**config.mk**
```make
export PLATFORM = sky130hd
export DESIGN_NAME = multicycle_ctrl
export DESIGN_NICKNAME = d
export VERILOG_FILES = /design/src/rtl/multicycle_ctrl.sv
export SDC_FILE = /design/constraint.sdc
export NUM_CORES = 1
export LEC_CHECK = 0
export ABC_AREA = 1
export ABC_CLOCK_PERIOD_IN_PS = 1500
export CAP_MARGIN = 20
export CORE_AREA = 2 2 61 63
export DETAILED_ROUTE_END_ITERATION = 16
export DIE_AREA = 0 0 63 65
export GPL_TIMING_DRIVEN = 0
export PLACE_DENSITY_LB_ADDON = 0.12
export SYNTH_ARGS = -nofsm -noshare
export SYNTH_HDL_FRONTEND = slang
export SYNTH_SLANG_ARGS = --single-unit
```
**constraint.sdc**
```tcl
create_clock -name clk_2 -period 1.5 [get_ports clk_2]
set_input_delay 0.15 -clock clk_2 [delete_from_list [all_inputs] [get_ports clk_2]]
set_output_delay 0.15 -clock clk_2 [all_outputs]
set_load 0.05 [all_outputs]
```
**src/rtl/multicycle_ctrl.sv**
```systemverilog
// Main-FSM controller for the multicycle RV32I-subset datapath.
// Sequences fetch/decode/execute/memory/writeback and drives all datapath selects and strobes.
module multicycle_ctrl #(
  parameter int NBITS_CNT = 8,
  parameter int STATE_W   = 4
) (
  input  logic                 clk_2,
  input  logic                 reset_n,
  input  logic                 en,
  input  logic [6:0]           op,
  input  logic [2:0]           funct3,
  input  logic                 funct7b5,
  input  logic                 zero,
  output logic                 PCWrite,
  output logic                 AdrSrc,
  output logic                 MemWrite,
  output logic                 IRWrite,
  output logic [1:0]           ResultSrc,
  output logic [1:0]           ALUSrcA,
  output logic [1:0]           ALUSrcB,
  output logic [1:0]           ImmSrc,
  output logic [2:0]           ALUControl,
  output logic                 RegWrite,
  output logic                 Branch,
  output logic                 MemtoReg,
  output logic [STATE_W-1:0]   state_o,
  output logic [NBITS_CNT-1:0] instr_count,
  output logic                 illegal
);

  localparam logic [6:0] OP_LW  = 7'b0000011;
  localparam logic [6:0] OP_SW  = 7'b0100011;
  localparam logic [6:0] OP_R   = 7'b0110011;
  localparam logic [6:0] OP_I   = 7'b0010011;
  localparam logic [6:0] OP_BEQ = 7'b1100011;
  localparam logic [6:0] OP_JAL = 7'b1101111;

  localparam logic [2:0] ALU_ADD = 3'b000;
  localparam logic [2:0] ALU_SUB = 3'b001;
  localparam logic [2:0] ALU_AND = 3'b010;
  localparam logic [2:0] ALU_OR  = 3'b011;
  localparam logic [2:0] ALU_SLT = 3'b101;

  typedef enum logic [STATE_W-1:0] {
    FETCH, DECODE, MEMADR, MEMREAD, MEMWB, MEMWRITE,
    EXECUTER, EXECUTEI, ALUWB, BEQ, JAL, HALT
  } state_t;

  state_t state, state_next;
  logic   retire;
  logic   pc_update, ir_write, reg_write, mem_write;
  logic [2:0] funct_alu;

  always_ff @(posedge clk_2 or negedge reset_n) begin
    if (!reset_n) begin
      state       <= FETCH;
      instr_count <= '0;
      illegal     <= 1'b0;
    end else if (en) begin
      state <= state_next;
      if (retire)
        instr_count <= instr_count + NBITS_CNT'(1);
      if (state == DECODE && state_next == HALT)
        illegal <= 1'b1;
    end
  end

  always_comb begin
    state_next = state;
    case (state)
      FETCH:    state_next = DECODE;
      DECODE: begin
        case (op)
          OP_LW, OP_SW: state_next = MEMADR;
          OP_R:         state_next = EXECUTER;
          OP_I:         state_next = EXECUTEI;
          OP_BEQ:       state_next = BEQ;
          OP_JAL:       state_next = JAL;
          default:      state_next = HALT;
        endcase
      end
      MEMADR:   state_next = (op == OP_SW) ? MEMWRITE : MEMREAD;
      MEMREAD:  state_next = MEMWB;
      EXECUTER, EXECUTEI, JAL: state_next = ALUWB;
      MEMWB, MEMWRITE, ALUWB, BEQ: state_next = FETCH;
      HALT:     state_next = HALT;
      default:  state_next = FETCH;
    endcase
  end

  assign retire = (state == MEMWB) || (state == MEMWRITE) ||
                  (state == ALUWB) || (state == BEQ);

  // Only R-type distinguishes sub from add; addi with funct7b5 set is still add.
  always_comb begin
    funct_alu = ALU_ADD;
    case (funct3)
      3'b000:  funct_alu = (op == OP_R && funct7b5) ? ALU_SUB : ALU_ADD;
      3'b010:  funct_alu = ALU_SLT;
      3'b110:  funct_alu = ALU_OR;
      3'b111:  funct_alu = ALU_AND;
      default: funct_alu = ALU_ADD;
    endcase
  end

  always_comb begin
    pc_update  = 1'b0;
    ir_write   = 1'b0;
    reg_write  = 1'b0;
    mem_write  = 1'b0;
    AdrSrc     = 1'b0;
    Branch     = 1'b0;
    ResultSrc  = 2'b00;
    ALUSrcA    = 2'b00;
    ALUSrcB    = 2'b00;
    ALUControl = ALU_ADD;
    case (state)
      FETCH: begin
        ir_write  = 1'b1;
        ALUSrcB   = 2'b10;
        ResultSrc = 2'b10;
        pc_update = 1'b1;
      end
      DECODE: begin
        ALUSrcA = 2'b01;
        ALUSrcB = 2'b01;
      end
      MEMADR: begin
        ALUSrcA = 2'b10;
        ALUSrcB = 2'b01;
      end
      MEMREAD:  AdrSrc = 1'b1;
      MEMWB: begin
        ResultSrc = 2'b01;
        reg_write = 1'b1;
      end
      MEMWRITE: begin
        AdrSrc    = 1'b1;
        mem_write = 1'b1;
      end
      EXECUTER: begin
        ALUSrcA    = 2'b10;
        ALUControl = funct_alu;
      end
      EXECUTEI: begin
        ALUSrcA    = 2'b10;
        ALUSrcB    = 2'b01;
        ALUControl = funct_alu;
      end
      ALUWB:    reg_write = 1'b1;
      BEQ: begin
        ALUSrcA    = 2'b10;
        ALUControl = ALU_SUB;
        Branch     = 1'b1;
      end
      JAL: begin
        ALUSrcA   = 2'b01;
        ALUSrcB   = 2'b10;
        pc_update = 1'b1;
      end
      default: ;
    endcase
  end

  always_comb begin
    ImmSrc = 2'b00;
    case (op)
      OP_SW:   ImmSrc = 2'b01;
      OP_BEQ:  ImmSrc = 2'b10;
      OP_JAL:  ImmSrc = 2'b11;
      default: ImmSrc = 2'b00;
    endcase
  end

  // A frozen step (en=0) must not commit anything, so every strobe is gated.
  assign PCWrite  = en & (pc_update | (Branch & zero));
  assign IRWrite  = en & ir_write;
  assign RegWrite = en & reg_write;
  assign MemWrite = en & mem_write;
  assign MemtoReg = (ResultSrc == 2'b01);
  assign state_o  = state;

endmodule

```
# Yosys cells after proc, flatten, opt, wreduce, memory -nomap -nowiden
# Index checks and enable logic that the tools add are counted.
[op_classes]
add_sub_neg = 1
eq_ne = 22
muxes = 16
bitwise = 6
reduce_logical = 18
[op_table]
columns = ["operator", "count"]
rows = [
  ["$pmux 4 s6", 1],
  ["$eq 4x4->1 const B", 5],
  ["$pmux 4 s5", 1],
  ["$eq 4x3->1 const B", 4],
  ["$eq 7x6->1 const B", 2],
  ["$eq 7x7->1 const B", 2],
  ["$pmux 2 s2", 3],
  ["$pmux 3 s4", 1],
  ["$reduce_or 2->1", 6],
  ["$add 8x1->8 const B", 1],
  ["$eq 4x2->1 const B", 2],
  ["$eq 7x2->1 const B", 1],
  ["$eq 7x5->1 const B", 1],
  ["$mux 1", 7],
  ["$eq 3x3->1 const B", 2],
  ["$pmux 2 s3", 1],
  ["$pmux 3 s2", 1],
  ["$reduce_or 3->1", 2],
  ["$and 1x1->1", 5],
  ["$eq 4x1->1 const B", 1],
  ["$logic_not 4->1", 1],
  ["$reduce_and 2->1", 2],
  ["$reduce_or 4->1", 1],
  ["$eq 3x2->1 const B", 1],
  ["other kinds (6)", 9],
]
[totals]
register_bits = 13
in_bits = 15
output_inout_bits = 31
word_cells = 66

# Longest topological paths before layout
# Gate-level depths: netlist of the first run.
[logic_depth]
word_depth = 7
depth_mapped = 9
depth_no_buf = 9

# Worst setup path after synthesis of the first run
# Ideal clock, no wire load.
[synth_timing]
path_kind = "register -> output"
startpoint = "register state[0] (netlist: state_o[0])"
endpoint = "output port PCWrite"
arrival_time_ns = 2.505
required_ns = 1.350
setup_slack_ns = -1.155
path_stages_with_launch = 6
path_buffers = 1
path_cell_list = "dfrtp_1 > buf_2 > nand2_2 > nor2_1 > a21oi_1 > nor2_1"
[synth_via]
elab_chain_len = 5
word_cells_on_any_way = 9
cone_classes = "2 x eq/ne; 2 x mux; 3 x bitwise; 2 x reduce/logical"
[synth_rtl]
columns = ["item", "line_no", "source"]
rows = [
  ["from (decl)", "49", "state_t state, state_next;"],
  ["from (signal assigned)", "60", "state <= state_next;"],
  ["$eq 4x4->1", "117", "case (state)"],
  ["$mux 1", "117", ""],
  ["via Branch", "24", "output logic Branch,"],
  ["$and 1x1->1", "176", "assign PCWrite = en & (pc_update | (Branch & zero));"],
  ["$or 1x1->1", "176", ""],
  ["$and 1x1->1", "176", ""],
  ["to (decl)", "14", "output logic PCWrite,"],
]
# The timed path passes the listed nets, and every way through them passes these cells.

# Worst setup path in the final report of the first run
[layout_timing]
startpoint = "register state[3] (netlist: state_o[3])"
endpoint = "output port PCWrite"
[layout_via]
elab_chain_len = 5
word_cells_on_any_way = 9
cone_classes = "2 x eq/ne; 2 x mux; 3 x bitwise; 2 x reduce/logical"
[layout_rtl]
columns = ["item", "line_no"]
rows = [
  ["$eq 4x4->1 / $logic_not 4->1 (equally long branches)", "117"],
  ["$reduce_or 2->1 (no source line) / $mux 1 (equally long branches)", "n/a"],
  ["$mux 1 / $and 1x1->1 (equally long branches)", "117, 176"],
  ["$or 1x1->1 (*)", "176"],
  ["$and 1x1->1 (*)", "176"],
]
# Mark *: on every way between the ends. The rest lies on a longest branch, timed or not.

==> results of run 1 <==
## where the power goes
group          internal (mW)  switching (mW)  total [mW]  leakage, nW
sequential             0.468           0.119       0.588        0.159
combinational           1.38            2.10        3.48        0.841
clock                  0.103           0.115       0.218       0.0150
total                   1.95            2.34        4.29         1.02
## per-layer routing
| layer | vias to the layer above | global-route usage (%) | share of wire, % |
|---|---|---|---|
| met5 | - | 0 | 0 |
| met4 | 0 | 3.89 | 0.96 |
| met3 | 5 | 3.65 | 4.8 |
| met2 | 30 | 26.1 | 51 |
| met1 | 565 | 19.7 | 43 |
| li1 | 611 | - | - |
## critical path, cell delays in order (launching register included)
cell and delay, ps:
dfrtp_2 430, buf_4 140, buf_4 140, nand4_1 170, nand2_4 100, a21oi_4 140, nor2_4 40, buf_8 150
## stage by stage
step / std cells / worst slack [ps] / area [um^2]
finish: 271 / -236 / 2030
CTS: 257 / -203 / 1790
global route: 271 / -303 / 2030
floorplan: 148 / -382 / 1090
global placement: 241 / -692 / 1610
detailed placement: 241 / -680 / 1610
## flip-flops by register name, indices dropped and copies added (netlist names)
| name | cells |
|---|---|
| state_o | 4 |
| instr_count | 8 |
| illegal | 1 |
## final cells by class
class	count	share of cell area, %
clock buffer	4	1.30
timing repair buffer	71	34.8
multi-input combinational	107	36.5
inverter	26	6.67
tap	48	2.96
buffer	2	1.48
sequential	13	16.3
## synth_stat cells
| cell type | n |
|---|---|
| xor2_1 | 4 |
| o21bai_1 | 1 |
| a21oi_1 | 4 |
| inv_2 | 1 |
| nand3_1 | 13 |
| nand2_2 | 3 |
| clkinv_2 | 1 |
| nor3_1 | 5 |
| buf_2 | 1 |
| ha_1 | 1 |
| nand3_4 | 1 |
| nor2_4 | 1 |
| buf_6 | 1 |
| xnor2_1 | 3 |
| nand3b_1 | 1 |
| nand2_1 | 44 |
| o211ai_1 | 2 |
| nand2_4 | 2 |
| inv_4 | 1 |
| o21ai_0 | 3 |
| dfrtp_1 | 13 |
| nor2_1 | 15 |
| nor2_2 | 1 |
| nand4_1 | 3 |
| inv_1 | 23 |
## logic make-up after synthesis
logic type | after synthesis | synth area share, %
buf+inv | 28 | 11.9
xor+xnor | 7 | 6.20
fa+ha+maj | 1 | 1.27
simple gates | 89 | 41.9
flops | 13 | 32.9
compound gates | 10 | 5.82
## cells in the final DEF, fill, tap and decap left out, drive strengths merged
master         instances
a21oi                  4
buf                   46
clkbuf                 5
clkdlybuf4s50         12
clkinv                 1
dfrtp                 13
dlygate4sd2           13
dlymetal6s2s           1
ha                     1
inv                   25
nand2                 49
nand3                 14
nand3b                 1
nand4                  3
nor2                  17
nor3                   5
o211ai                 2
o21ai                  3
o21bai                 1
xnor2                  3
xor2                   4
## how the worst min path moves through the flow
| stage | from | end | slack [ps] |
|---|---|---|---|
| 5_1_grt | reset_n | instr_count[7]$_DFFE_PN0P_ | 300 |
| 4_1_cts | reset_n | instr_count[4]$_DFFE_PN0P_ | 270 |
| 3_5_place_dp | illegal$_DFFE_PN0P_ | illegal$_DFFE_PN0P_ | 460 |
| 6_report | reset_n | instr_count[4]$_DFFE_PN0P_ | 240 |
| 2_1_floorplan | reset_n | illegal$_DFFE_PN0P_ | -150 |
| 3_3_place_gp | illegal$_DFFE_PN0P_ | illegal$_DFFE_PN0P_ | 460 |
## what timing repair did
| item | 4_1_cts | 5_1_grt |
|---|---|---|
| buffers inserted | 12 | 15 |
| pin swaps | 10 | 7 |
| setup endpoints to repair | 31 | 19 |
| resized for setup | 160 | 35 |
==> flow_summary_export.csv, run 1 <==
group,metric,value,unit
outcome,status,"complete, but fails checks",
outcome,violations,"setup timing",
setup_path,setup.worst_path.start_class,"register",
synthesis,yosysWarnings,0,
floorplanning,num_io_pins,46,
synthesis,ys_ff_latch,13,
power,power_density,2120,nW/um^2
setup_path,critPathCaptureType,"primary output",
floorplanning,core_area,3500,um^2
power,leakagePower,1.02,nW
cts,cts.sinks,13,
sta,min_period,1740,ps
cells_and_area,multi_input_area,739,um^2
cts,clk_pin_slew,80,ps
sta,clock_skew,4.08,ps
power,peakVddDrop,1.06,mV
setup_path,crit_path_max_fanout,2,
setup_path,crit_path_start,"state_o[3]$_DFFE_PN0P_",
detailed_routing,detail_route.wl_per_cell,11.9,um
setup_path,r2r_cells,10,
global_route,grt_overflow_total,0,
synthesis,syn_area,988,um^2
synthesis,synth.largest_area_cell,"dfrtp_1",
setup_path,crit_path_end,"PCWrite",
setup_path,r2r-start,"state_o[3]$_DFFE_PN0P_",
cells_and_area,final-seq-area,330,um^2
power,power.total,4.29,mW
sta,min_period_over_period,116,%
sta,fin_ws,-236,ps
run,max_cap_viol_count,0,
detailed_routing,avgViaCountPerCell,4.47,
synthesis,syn_area_per_cell,6.68,um^2
cts,cts_buffers,3,
cells_and_area,diodes,0,
floorplanning,dieArea,4100,um^2
detailed_routing,drtIter0Drc,28,
global_route,grt_pass1_wl,5180,um
placement,place_congestion,0.801,
setup_path,reg2reg_to,"instr_count[4]$_DFFE_PN0P_",
sta,setup_tns,-1580,ps
cells_and_area,num-fill-cells,347,
detailed_routing,num_vias,1211,
synthesis,synth.top_cells.by_area,"dfrtp_1 33%, nand2_1 17%, inv_1 8.7%, nand3_1 6.6%, nor2_1 5.7%",
synthesis,yosysUniqueCellTypes,25,
cts,cts-htree-levels,1,
global_route,grt_max_degree,14,
cells_and_area,layout-drive-gt1-share,43.0,%
detailed_routing,remaining_drc_errors,0,
cts,cts_buffer_depth,2,
cts,clk_latency,280,ps
global_route,antenna_found_initial,0,
sta,setup_viol,13,
placement,hpwl,2190,um
synthesis,seq_area_frac_synth,32.9,%
floorplanning,die_y,65,um
sta,rsz0062_at_grt,"yes",
cells_and_area,area_delta_synth_final,105,%
detailed_routing,ant_nets,0,
global_route,grt_pass1_vias,1201,
sta,hold_violations,0,
setup_path,r2r_slack,50,ps
global_route,grt_usage,15.4,%
detailed_routing,wirelength,3220,um
sta,final_max_slew_viol_count,0,
synthesis,yosysTopAreaCellShare,32.9,%
synthesis,synthCells,148,
sta,max_freq,576,MHz
floorplanning,initial_core_util,28.3,%
cells_and_area,fin_util,57.9,%
sta,whs,240,ps
setup_path,path_class,"reg -> out",
floorplanning,die_x,63,um
setup_path,arrival,1590,ps
cells_and_area,final_nets,240,
sta,slew_headroom,60.4,%
sta,worst_pin_slew,592,ps
cts,root_buffer,"clkbuf_4",
detailed_routing,firstDrtPassIters,4,
synthesis,syn_nets,164,
floorplanning,rows,22,
placement,port-buffer-count,45,
hold_path,hold_class,"in -> async",
cts,cts_tree,"built",
cts,cts-hold-fix-buffers,0,
setup_path,required,1350,ps
Note: power is estimated with default switching activity, not from simulation.
==> run 2, diff against run 1 <==
CELL_PAD_IN_SITES_DETAIL_PLACEMENT = 1   (was unset)
CELL_PAD_IN_SITES_GLOBAL_PLACEMENT = 2   (was unset)
CORE_AREA = 2 2 74 76   (was 2 2 61 63)
DIE_AREA = 0 0 76 78   (was 0 0 63 65)
==> run 2 against run 1 <==
The flow still finishes with violations (setup timing). Sequential power is 0.9% higher. Count of clock-buffer cells in the layout unchanged. Global-route usage is 3.8 points lower. Worst setup slack better by 41 ps. Via count grew 2.3%. Sequential share of layout area down 1.1 points. Register-to-register slack lost 130 ps. Critical path depth grew 1. Clock skew shrank 2.1 ps. Power is 6.1% higher. Critical path type unchanged.
==> flow_summary_export.csv, run 2 (synthesized netlist as in run 1, its figures left out) <==
group,metric,value,unit
setup_path,reg2reg_to,"instr_count[4]$_DFFE_PN0P_",
cells_and_area,diodes,0,
cells_and_area,final_cells,298,
cells_and_area,largest_register_ffs,8,
detailed_routing,avgViaCountPerCell,4.16,
global_route,grt_pass1_wl,5710,um
sta,final_max_slew_viol_count,0,
detailed_routing,num_vias,1239,
placement,port-buffer-count,45,
global_route,antenna_found_initial,0,
setup_path,r2r-start,"state_o[3]$_DFFE_PN0P_",
floorplanning,rows,26,
floorplanning,dieArea,5930,um^2
sta,fin_ws,-195,ps
cts,cts_buffers,3,
placement,place_inst,263,
setup_path,critPathCaptureType,"primary output",
cts,cts_buffer_depth,2,
cts,cts.sinks,13,
cells_and_area,final_nets,245,
setup_path,setup.worst_path.start_class,"register",
sta,hold_violations,0,
hold_path,hold_class,"in -> async",
cts,clk_latency,250,ps
placement,place_congestion,0.750,
cts,cts_tree,"built",
detailed_routing,firstDrtPassIters,2,
cells_and_area,area_delta_synth_final,120,%
cells_and_area,layout_commonest_cell,"nand2_1",
global_route,grt_usage,11.6,%
cts,root_buffer,"clkbuf_8",
global_route,grt_pass1_vias,1208,
cells_and_area,layout-drive-gt1-share,46.9,%
cts,cts-htree-levels,1,
global_route,grt_max_degree,14,
detailed_routing,ant_nets,0,
detailed_routing,drtIter0Drc,24,
sta,clock_skew,1.95,ps
floorplanning,core_area,5040,um^2
outcome,violations,"setup timing",
outcome,status,"complete, but fails checks",
floorplanning,num_io_pins,46,
cts,cts-hold-fix-buffers,0,
sta,setup_viol,16,
sta,rsz0062_at_grt,"yes",
placement,hpwl,2520,um
floorplanning,die_x,76,um
power,peakVddDrop,1.31,mV
detailed_routing,detail_route.wl_per_cell,13.2,um
cells_and_area,top_register,"instr_count",
setup_path,required,1350,ps
setup_path,r2r_slack,-80,ps
sta,max_freq,590,MHz
setup_path,arrival,1540,ps
sta,worst_pin_slew,593,ps
sta,slew_headroom,60.4,%
sta,setup_tns,-1300,ps
cells_and_area,mostFrequentLayoutCells,"36 x nand2_1, 26 x buf_4, 15 x inv_1, 15 x buf_6, 13 x clkdlybuf4s50_1",
sta,min_period,1690,ps
cts,clk_pin_slew,60,ps
detailed_routing,remaining_drc_errors,0,
floorplanning,initial_core_util,19.6,%
run,max_cap_viol_count,0,
setup_path,path_class,"reg -> out",
floorplanning,die_y,78,um
setup_path,r2r_cells,11,
placement,post-place-ws,-720,ps
sta,min_period_over_period,113,%
setup_path,crit_path_max_fanout,3,
power,power_density,2090,nW/um^2
global_route,grt_overflow_total,0,
power,leakagePower,1.06,nW
detailed_routing,wirelength,3940,um
## run 2: worst max-delay path by stage
| stage | cells past startpoint | start | slack, ps | end |
|---|---|---|---|---|
| after floorplan | 5 | state_o[1]$_DFFE_PN0P_ | -380 | ALUControl[0] |
| final | 8 | state_o[3]$_DFFE_PN0P_ | -190 | RegWrite |
| after global routing | 8 | state_o[3]$_DFFE_PN0P_ | -260 | ALUControl[0] |
| after CTS | 7 | state_o[1]$_DFFE_PN0P_ | -190 | PCWrite |
| after detailed placement | 7 | op[2] | -720 | ALUControl[0] |
| after global placement | 7 | op[2] | -710 | ALUControl[0] |
## run 2: repair_timing
action                     in CTS  in global routing
pin swaps                       8                 17
cloned                          0                  0
setup endpoints to repair      31                 22
setup buffers                  11                 20
gates resized for setup       153                 52
## run 2: per-stage QoR
stage / util (%) / cell area, um^2 / power (mW) / hold slack, ps
finish: 43.1 / 2170 / 4.55 / 279
global route: 43.1 / 2170 / 4.79 / 326
CTS: 35.8 / 1810 / 3.80 / 306
detailed placement: 32.4 / 1630 / 3.17 / 458
global placement: 32.4 / 1630 / 3.16 / 453
floorplan: - / 1090 / 2.40 / -146
## run 2: metal layers
layer / global-route usage [%] / vias up / share of wire, %
met5: 0 / - / 0
met3: 3.37 / 4 / 4.6
met4: 1.64 / 0 / 0.81
met2: 17.1 / 30 / 47
met1: 17.0 / 585 / 48
li1: - / 620 / -
## run 2: cell type report
cell class	count	area (um^2)
fill	594	2870
multi-input combinational	107	788
timing repair buffer	76	762
sequential	13	330
inverter	26	130
tap	70	87.6
clock buffer	4	45.0
buffer	2	30.0
## run 2: report_power, final
group,internal (mW),leakage (nW),switching [mW]
clock,0.188,0.0228,0.134
sequential,0.470,0.159,0.124
combinational,1.44,0.875,2.20
## run 2: critical path, stage by stage (launching register included)
cell and delay (ps):
dfrtp_2 440, inv_4 100, nand2_8 60, buf_4 140, buf_6 110, nand2_4 60
nand3_4 90, nor2_4 140, buf_8 150
==> run 3, diff against run 2 <==
CAP_MARGIN = unset   (was 20)
==> results of run 3 <==
Same layout as run 2: the final DEF is identical, and so are final timing and power.
